**src/rtl/mc_ctrl_unit.sv**
```systemverilog
// Multi-cycle control unit for a small MIPS subset: IF/ID/EX/MEM/WB sequencing, decode selects, retire count.
// Define MC_CTRL_UNIT_EXC_EN to add the EXC state, the memory-wait timeout and exc_req/exc_code reporting.
module mc_ctrl_unit #(
    parameter int TIMEOUT = 16,
    parameter int RET_W   = 16
) (
    input  logic             clk,
    input  logic             reset,
    input  logic [5:0]       Op,
    input  logic [5:0]       Func,
    input  logic [4:0]       rs,
    input  logic             alu_zero,
    input  logic             mem_ready,
    output logic [2:0]       state,
    output logic             mem_req,
    output logic             IRwrite,
    output logic             PCwrite,
    output logic [3:0]       PCsel,
    output logic             Regwrite,
    output logic             Memwrite,
    output logic             cp0_we,
    output logic [1:0]       RegDst,
    output logic [1:0]       ALUSrc,
    output logic [1:0]       memtoReg,
    output logic [7:0]       Extop,
    output logic [7:0]       ALUop,
    output logic             exc_req,
    output logic [4:0]       exc_code,
    output logic [RET_W-1:0] retired
);

    typedef enum logic [2:0] {
        S_IF  = 3'd0,
        S_ID  = 3'd1,
        S_EX  = 3'd2,
        S_MEM = 3'd3,
        S_WB  = 3'd4,
        S_EXC = 3'd5
    } state_t;

    localparam logic [5:0] OP_RTYPE = 6'h00, OP_JAL = 6'h03, OP_BEQ = 6'h04, OP_ORI = 6'h0D;
    localparam logic [5:0] OP_LUI   = 6'h0F, OP_COP0 = 6'h10, OP_LW = 6'h23, OP_SW = 6'h2B;
    localparam logic [5:0] FN_JR = 6'h08, FN_SYSCALL = 6'h0C, FN_ERET = 6'h18, FN_ADD = 6'h20, FN_SUB = 6'h22;
    localparam logic [4:0] RS_MF = 5'h00, RS_MT = 5'h04, RS_CO = 5'h10;

    localparam logic [3:0] PC_NORMAL = 4'd0, PC_BEQ = 4'd1, PC_JAL = 4'd2;
    localparam logic [3:0] PC_JR = 4'd3, PC_ERET = 4'd4, PC_EXCV = 4'd5;

    state_t           r_state;
    logic             r_run;
    logic [RET_W-1:0] r_retired;

    logic w_add, w_sub, w_ori, w_lui, w_lw, w_sw, w_beq, w_jal, w_jr, w_mfc0, w_mtc0, w_eret;
    logic w_timeout;

    assign w_add  = (Op == OP_RTYPE) && (Func == FN_ADD);
    assign w_sub  = (Op == OP_RTYPE) && (Func == FN_SUB);
    assign w_jr   = (Op == OP_RTYPE) && (Func == FN_JR);
    assign w_ori  = (Op == OP_ORI);
    assign w_lui  = (Op == OP_LUI);
    assign w_lw   = (Op == OP_LW);
    assign w_sw   = (Op == OP_SW);
    assign w_beq  = (Op == OP_BEQ);
    assign w_jal  = (Op == OP_JAL);
    assign w_mfc0 = (Op == OP_COP0) && (rs == RS_MF);
    assign w_mtc0 = (Op == OP_COP0) && (rs == RS_MT);
    assign w_eret = (Op == OP_COP0) && (rs == RS_CO) && (Func == FN_ERET);

`ifdef MC_CTRL_UNIT_EXC_EN
    localparam int CW = $clog2(TIMEOUT + 1);
    localparam logic [4:0] EXC_TMO = 5'd7, EXC_SYS = 5'd8, EXC_RI = 5'd10;

    logic [CW-1:0] r_wait;
    logic [4:0]    r_exc_code;
    logic          w_sys, w_known, w_rsv;

    assign w_sys   = (Op == OP_RTYPE) && (Func == FN_SYSCALL);
    assign w_known = w_add | w_sub | w_ori | w_lui | w_lw | w_sw | w_beq | w_jal
                   | w_jr | w_sys | w_mfc0 | w_mtc0 | w_eret;
    // The all-zero Op/Func word is the architectural nop, not a reserved instruction.
    assign w_rsv   = !w_known && !((Op == OP_RTYPE) && (Func == 6'h00));

    assign w_timeout = r_run && ((r_state == S_IF) || (r_state == S_MEM)) && !mem_ready
                     && (r_wait == CW'(TIMEOUT - 1));
    assign exc_req   = (r_state == S_EXC);
    assign exc_code  = r_exc_code;
`else
    assign w_timeout = 1'b0;
    assign exc_req   = 1'b0;
    assign exc_code  = 5'd0;
`endif

    assign state   = r_state;
    assign retired = r_retired;

    // r_run holds everything quiet for the first cycle after reset release
    always_ff @(posedge clk or negedge reset) begin
        if (!reset) begin
            r_state   <= S_IF;
            r_run     <= 1'b0;
            r_retired <= '0;
`ifdef MC_CTRL_UNIT_EXC_EN
            r_wait     <= '0;
            r_exc_code <= '0;
`endif
        end else begin
            r_run <= 1'b1;
            case (r_state)
                S_IF: begin
                    if (r_run && mem_ready) begin
                        r_state <= S_ID;
                    end
`ifdef MC_CTRL_UNIT_EXC_EN
                    else if (w_timeout) begin
                        r_state    <= S_EXC;
                        r_exc_code <= EXC_TMO;
                    end
`endif
                end
                S_ID: r_state <= S_EX;
                S_EX: begin
                    if (w_lw || w_sw) begin
                        r_state <= S_MEM;
                    end else if (w_add || w_sub || w_ori || w_lui || w_mfc0 || w_jal) begin
                        r_state <= S_WB;
                    end
`ifdef MC_CTRL_UNIT_EXC_EN
                    else if (w_sys) begin
                        r_state    <= S_EXC;
                        r_exc_code <= EXC_SYS;
                    end else if (w_rsv) begin
                        r_state    <= S_EXC;
                        r_exc_code <= EXC_RI;
                    end
`endif
                    else begin
                        r_state   <= S_IF;
                        r_retired <= r_retired + RET_W'(1);
                    end
                end
                S_MEM: begin
                    if (mem_ready) begin
                        if (w_lw) begin
                            r_state <= S_WB;
                        end else begin
                            r_state   <= S_IF;
                            r_retired <= r_retired + RET_W'(1);
                        end
                    end
`ifdef MC_CTRL_UNIT_EXC_EN
                    else if (w_timeout) begin
                        r_state    <= S_EXC;
                        r_exc_code <= EXC_TMO;
                    end
`endif
                end
                S_WB: begin
                    r_state   <= S_IF;
                    r_retired <= r_retired + RET_W'(1);
                end
                default: r_state <= S_IF;
            endcase
`ifdef MC_CTRL_UNIT_EXC_EN
            if (r_run && ((r_state == S_IF) || (r_state == S_MEM)) && !mem_ready && !w_timeout) begin
                r_wait <= r_wait + CW'(1);
            end else begin
                r_wait <= '0;
            end
`endif
        end
    end

    always_comb begin
        mem_req  = 1'b0;
        IRwrite  = 1'b0;
        PCwrite  = 1'b0;
        PCsel    = PC_NORMAL;
        Regwrite = 1'b0;
        Memwrite = 1'b0;
        cp0_we   = 1'b0;
        case (r_state)
            S_IF: begin
                mem_req = r_run;
                IRwrite = r_run && mem_ready;
                PCwrite = r_run && mem_ready;
            end
            S_EX: begin
                if (w_beq) begin
                    PCwrite = alu_zero;
                    PCsel   = PC_BEQ;
                end else if (w_jr) begin
                    PCwrite = 1'b1;
                    PCsel   = PC_JR;
                end else if (w_eret) begin
                    PCwrite = 1'b1;
                    PCsel   = PC_ERET;
                end else if (w_jal) begin
                    PCwrite = 1'b1;
                    PCsel   = PC_JAL;
                end else if (w_mtc0) begin
                    cp0_we = 1'b1;
                end
            end
            S_MEM: begin
                mem_req  = 1'b1;
                Memwrite = w_sw && !w_timeout;
            end
            S_WB:  Regwrite = 1'b1;
            S_EXC: begin
                PCwrite = 1'b1;
                PCsel   = PC_EXCV;
            end
            default: ;
        endcase
    end

    // Datapath selects: RegDst 0=rt 1=rd 2=$31; memtoReg 0=ALU 1=mem 2=PC+4 3=CP0;
    // Extop 0=zero 1=sign 2=lui; ALUop 0=add 1=sub 2=or 3=lui.
    always_comb begin
        RegDst   = 2'd0;
        ALUSrc   = 2'd0;
        memtoReg = 2'd0;
        Extop    = 8'd0;
        ALUop    = 8'd0;
        if (w_add) begin
            RegDst = 2'd1;
        end else if (w_sub) begin
            RegDst = 2'd1;
            ALUop  = 8'd1;
        end else if (w_ori) begin
            ALUSrc = 2'd1;
            ALUop  = 8'd2;
        end else if (w_lui) begin
            ALUSrc = 2'd1;
            Extop  = 8'd2;
            ALUop  = 8'd3;
        end else if (w_lw) begin
            ALUSrc   = 2'd1;
            memtoReg = 2'd1;
            Extop    = 8'd1;
        end else if (w_sw) begin
            ALUSrc = 2'd1;
            Extop  = 8'd1;
        end else if (w_beq) begin
            Extop = 8'd1;
            ALUop = 8'd1;
        end else if (w_jal) begin
            RegDst   = 2'd2;
            memtoReg = 2'd2;
        end else if (w_mfc0) begin
            memtoReg = 2'd3;
        end
    end

endmodule

```
**config.mk**
```make
export PLATFORM = sky130hd
export DESIGN_NAME = mc_ctrl_unit
export DESIGN_NICKNAME = d
export VERILOG_FILES = /design/src/rtl/mc_ctrl_unit.sv
export SDC_FILE = /design/constraint.sdc
export NUM_CORES = 1
export LEC_CHECK = 0
export BUFFER_PORTS_ARGS = -buffer_cell sky130_fd_sc_hd__buf_2
export CORE_MARGIN = 10
export CORE_UTILIZATION = 45
export CTS_CLUSTER_SIZE = 20
export DETAILED_ROUTE_END_ITERATION = 8
export HOLD_SLACK_MARGIN = 0.12
export PLACE_DENSITY = 0.86
export SLEW_MARGIN = 25
export SYNTH_ARGS = -nofsm -noshare
export SYNTH_HDL_FRONTEND = slang
export SYNTH_SLANG_ARGS = --single-unit
```
**constraint.sdc**
```tcl
create_clock -name clk -period 3.95 [get_ports clk]
set_input_delay 0.395 -clock clk [delete_from_list [all_inputs] [get_ports clk]]
set_output_delay 0.395 -clock clk [all_outputs]
set_load 0.03 [all_outputs]
```
==> metrics.cfg <==
[status]
status = finished clean

[power]
ir_drop_mv = 0.4312
power_density_mw_per_mm2 = 384.1
swShare_pct = 39.83
combinationalPowerShare_pct = 33.8
switchingPower_mw = 0.2674
p_int_mw = 0.4040
clockPowerShare_pct = 24.7
power_mw = 0.6714
sequentialPowerShare_pct = 41.5
leakagePower_nw = 0.8653

[detailed_routing]
firstDrtPassIters = 4
vias = 1406
wire_per_inst_um = 13.81
ant_nets = 0
viasPerCell = 5.058
drt_wl_total_mm = 3.839
initialDrtViolationCount = 107
drc_errors = 0

[sta]
worstMarginPinSlew_ps = 739.0
finalSetupViolCount = 0
relSlewSlack_pct = 50.36
finalCritPeriodShare_pct = 57.54
rsz0062_at_grt = false
holdWs_ps = 440.2
hold_viol_final = 0
clock_skew_ps = 5.987
final.min_clock_period_ps = 2273
fmax_mhz = 440.0
drv_slew = 0
finalSetupTns_ps = 0

[final_layout]
area_growth_pct = 20.02
antenna_cells = 0
drive_above_1_share_pct = 28.21
layout.nets = 257
layout.cells.non_filler = 278

[floorplanning]
die_h_um = 76.89
start_util_pct = 47.32
die_w_um = 76.89
dieArea_mm2 = 0.005912
rows = 20
core_area_mm2 = 0.003078
io-pin-count = 78

[worst_setup_path]
crit_path_end_kind = register
ff2ff_path_depth = 5
r2r-end = retired[14]
cp_slowest_cell = dfrtp_1
startpoint_type = register
crit_top_cell = nor4_1
reg2reg_slack_ps = 1680
crit_path_cell_trace = nor4_1, o31a_1, or3_1, nor4_1, xor2_1
critPathKind = reg -> reg
critPathMaxFanout = 13
crit_required_ps = 4190
slowest_delay_ps = 600
cp.arrival_ps = 2510
r2r_start = state[0]

[global_routing]
grt_pass1_vias = 1370
grt_use_total_pct = 12.48
gr-total-overflow = 0
grt_pass1_wl_mm = 6.334
grt_max_degree = 21
antenna_found_initial = 0

[synth]
syn_avg_cell_area_um2 = 8.182
ys_seq_area_share_pct = 34.36
ys_async_sr_fraction_pct = 100.0
ys_warn_count = 0
syn_inst = 178
ys_seq_elements = 20
synth_enable_flop_cells = 0
netlist_area_mm2 = 0.001456
ys_types = 38
synthFlopType = dfrtp_1

[placed_design]
gp_congestion = 0.8903
portBuffers = 57
dp_hpwl_mm = 3.153
place_inst = 273

[clock_tree]
cts_tree = built
clk_latency_ps = 310
cts_resized = 0
cts-buffers-inserted = 3
htreeDepth = 1
clock_path_buffers = 2
clkTransAtPathRegs_ps = 110
clkSinkCount = 20
cts_setup_buffers = 0
clockRootBuffer = clkbuf_4

[worst_hold_path]
worstHoldPathCells = 4
holdPathEnd = state[1]
hold_path.class = in -> reg
hold_start = mem_ready

[flow_run]
maxCapViolations = 0

[per-layer routing]
metal  wire, um  up-vias  share of wire [%]  GRT usage [%]
li1           -      694                  -              -
met1       1550      654                 40          14.02
met2       1983       54                 52          21.92
met3        271        4                7.1          4.196
met4         34        0               0.89          3.160
met5          0        -                  0              0
[through the flow]
stage | setup WS, ps | cell area (um^2) | utilization, %
6_report | 1677 | 1748 | 56.79
2_1_floorplan | 1418 | 1528 | -
5_1_grt | 1475 | 1748 | 56.79
3_3_place_gp | 1743 | 1685 | 54.76
4_1_cts | 1696 | 1748 | 56.79
3_5_place_dp | 1673 | 1685 | 54.76
[registers in the layout (all words and copies together), names as in the netlist]
| register | flops |
|---|---|
| state | 3 |
| r_run | 1 |
| retired | 16 |
[final cells by class]
class / count / area [um^2]
clock buffers: 3 / 22.52
well taps: 44 / 55.05
clock inverters: 1 / 30.03
multi-input cells: 148 / 829.5
flip-flops and latches: 20 / 500.5
fillers: 308 / 1330
repair buffers: 58 / 295.3
inverters: 4 / 15.01
[synthesized netlist by cell type, drive strengths merged, types with 3 or more instances]
library cell | number | share of area, %
nand3 | 10 | 3.4
and3 | 3 | 1.3
xor2 | 8 | 4.8
nand2 | 24 | 6.2
nor4 | 7 | 3.0
dfrtp | 20 | 34
nand4 | 9 | 3.9
nand2b | 3 | 1.3
nor3 | 6 | 2.1
inv | 4 | 1.0
a21oi | 5 | 1.7
xnor2 | 7 | 4.2
nor2 | 18 | 4.6
buf | 24 | 12
[critical path: cells and delay by family, from the launching register on]
kind                      cells  cell delay [ps]
and+or+nand+nor               3             1100
xor gates and xnor gates      1              180
AOI/OAI and AO/OA             1              320
DFF                           1              600
[cells in the final DEF, fill, tap and decap left out, drive strengths merged, types with 2 or more instances in the layout]
cell type	instances
a21oi	5
a31oi	2
and3	3
buf	57
clkbuf	3
conb	21
dfrtp	20
inv	4
nand2	24
nand2b	3
nand3	10
nand3b	2
nand4	9
nor2	18
nor3	6
nor3b	2
nor4	7
nor4b	2
o21ai	2
or2	2
or3	2
xnor2	7
xor2	8
[power by group through the flow]
stage,sequential (mW),clock [mW],combinational [mW]
after floorplan,0.327,0,0.124
after global placement,0.280,0,0.223
after detailed placement,0.282,0,0.225
after CTS,0.278,0.169,0.227
after global routing,0.285,0.178,0.247
final,0.279,0.166,0.227
[worst max path at each step]
stage / start / endpoint / slack (ps) / cells after the start
5_1_grt: state[0] / retired[14] / 1480 / 5
3_3_place_gp: Op[4] / retired[10] / 1740 / 7
6_report: state[0] / retired[14] / 1680 / 5
2_1_floorplan: state[1] / PCwrite / 1420 / 3
3_5_place_dp: Op[4] / retired[14] / 1670 / 7
4_1_cts: state[0] / retired[14] / 1700 / 5
[repair_timing]
item                                    in CTS  in global routing
endpoints found under the setup margin       0                  0
hold buffers                                 1                  0
hold endpoints to repair                    20                  0
[cells by family (layout without fill, tap and decap cells)]
group	count (synthesis)	after routing	share of synthesized area, %
fa+ha+maj	1	1	0.8590
compound gates	16	16	7.646
xor+xnor	15	15	9.021
buf+inv	29	66	13.57
other cells	2	21	0.5157
simple gates	95	95	34.02
flops	20	20	34.36
Power figures use the tool's default switching activity.
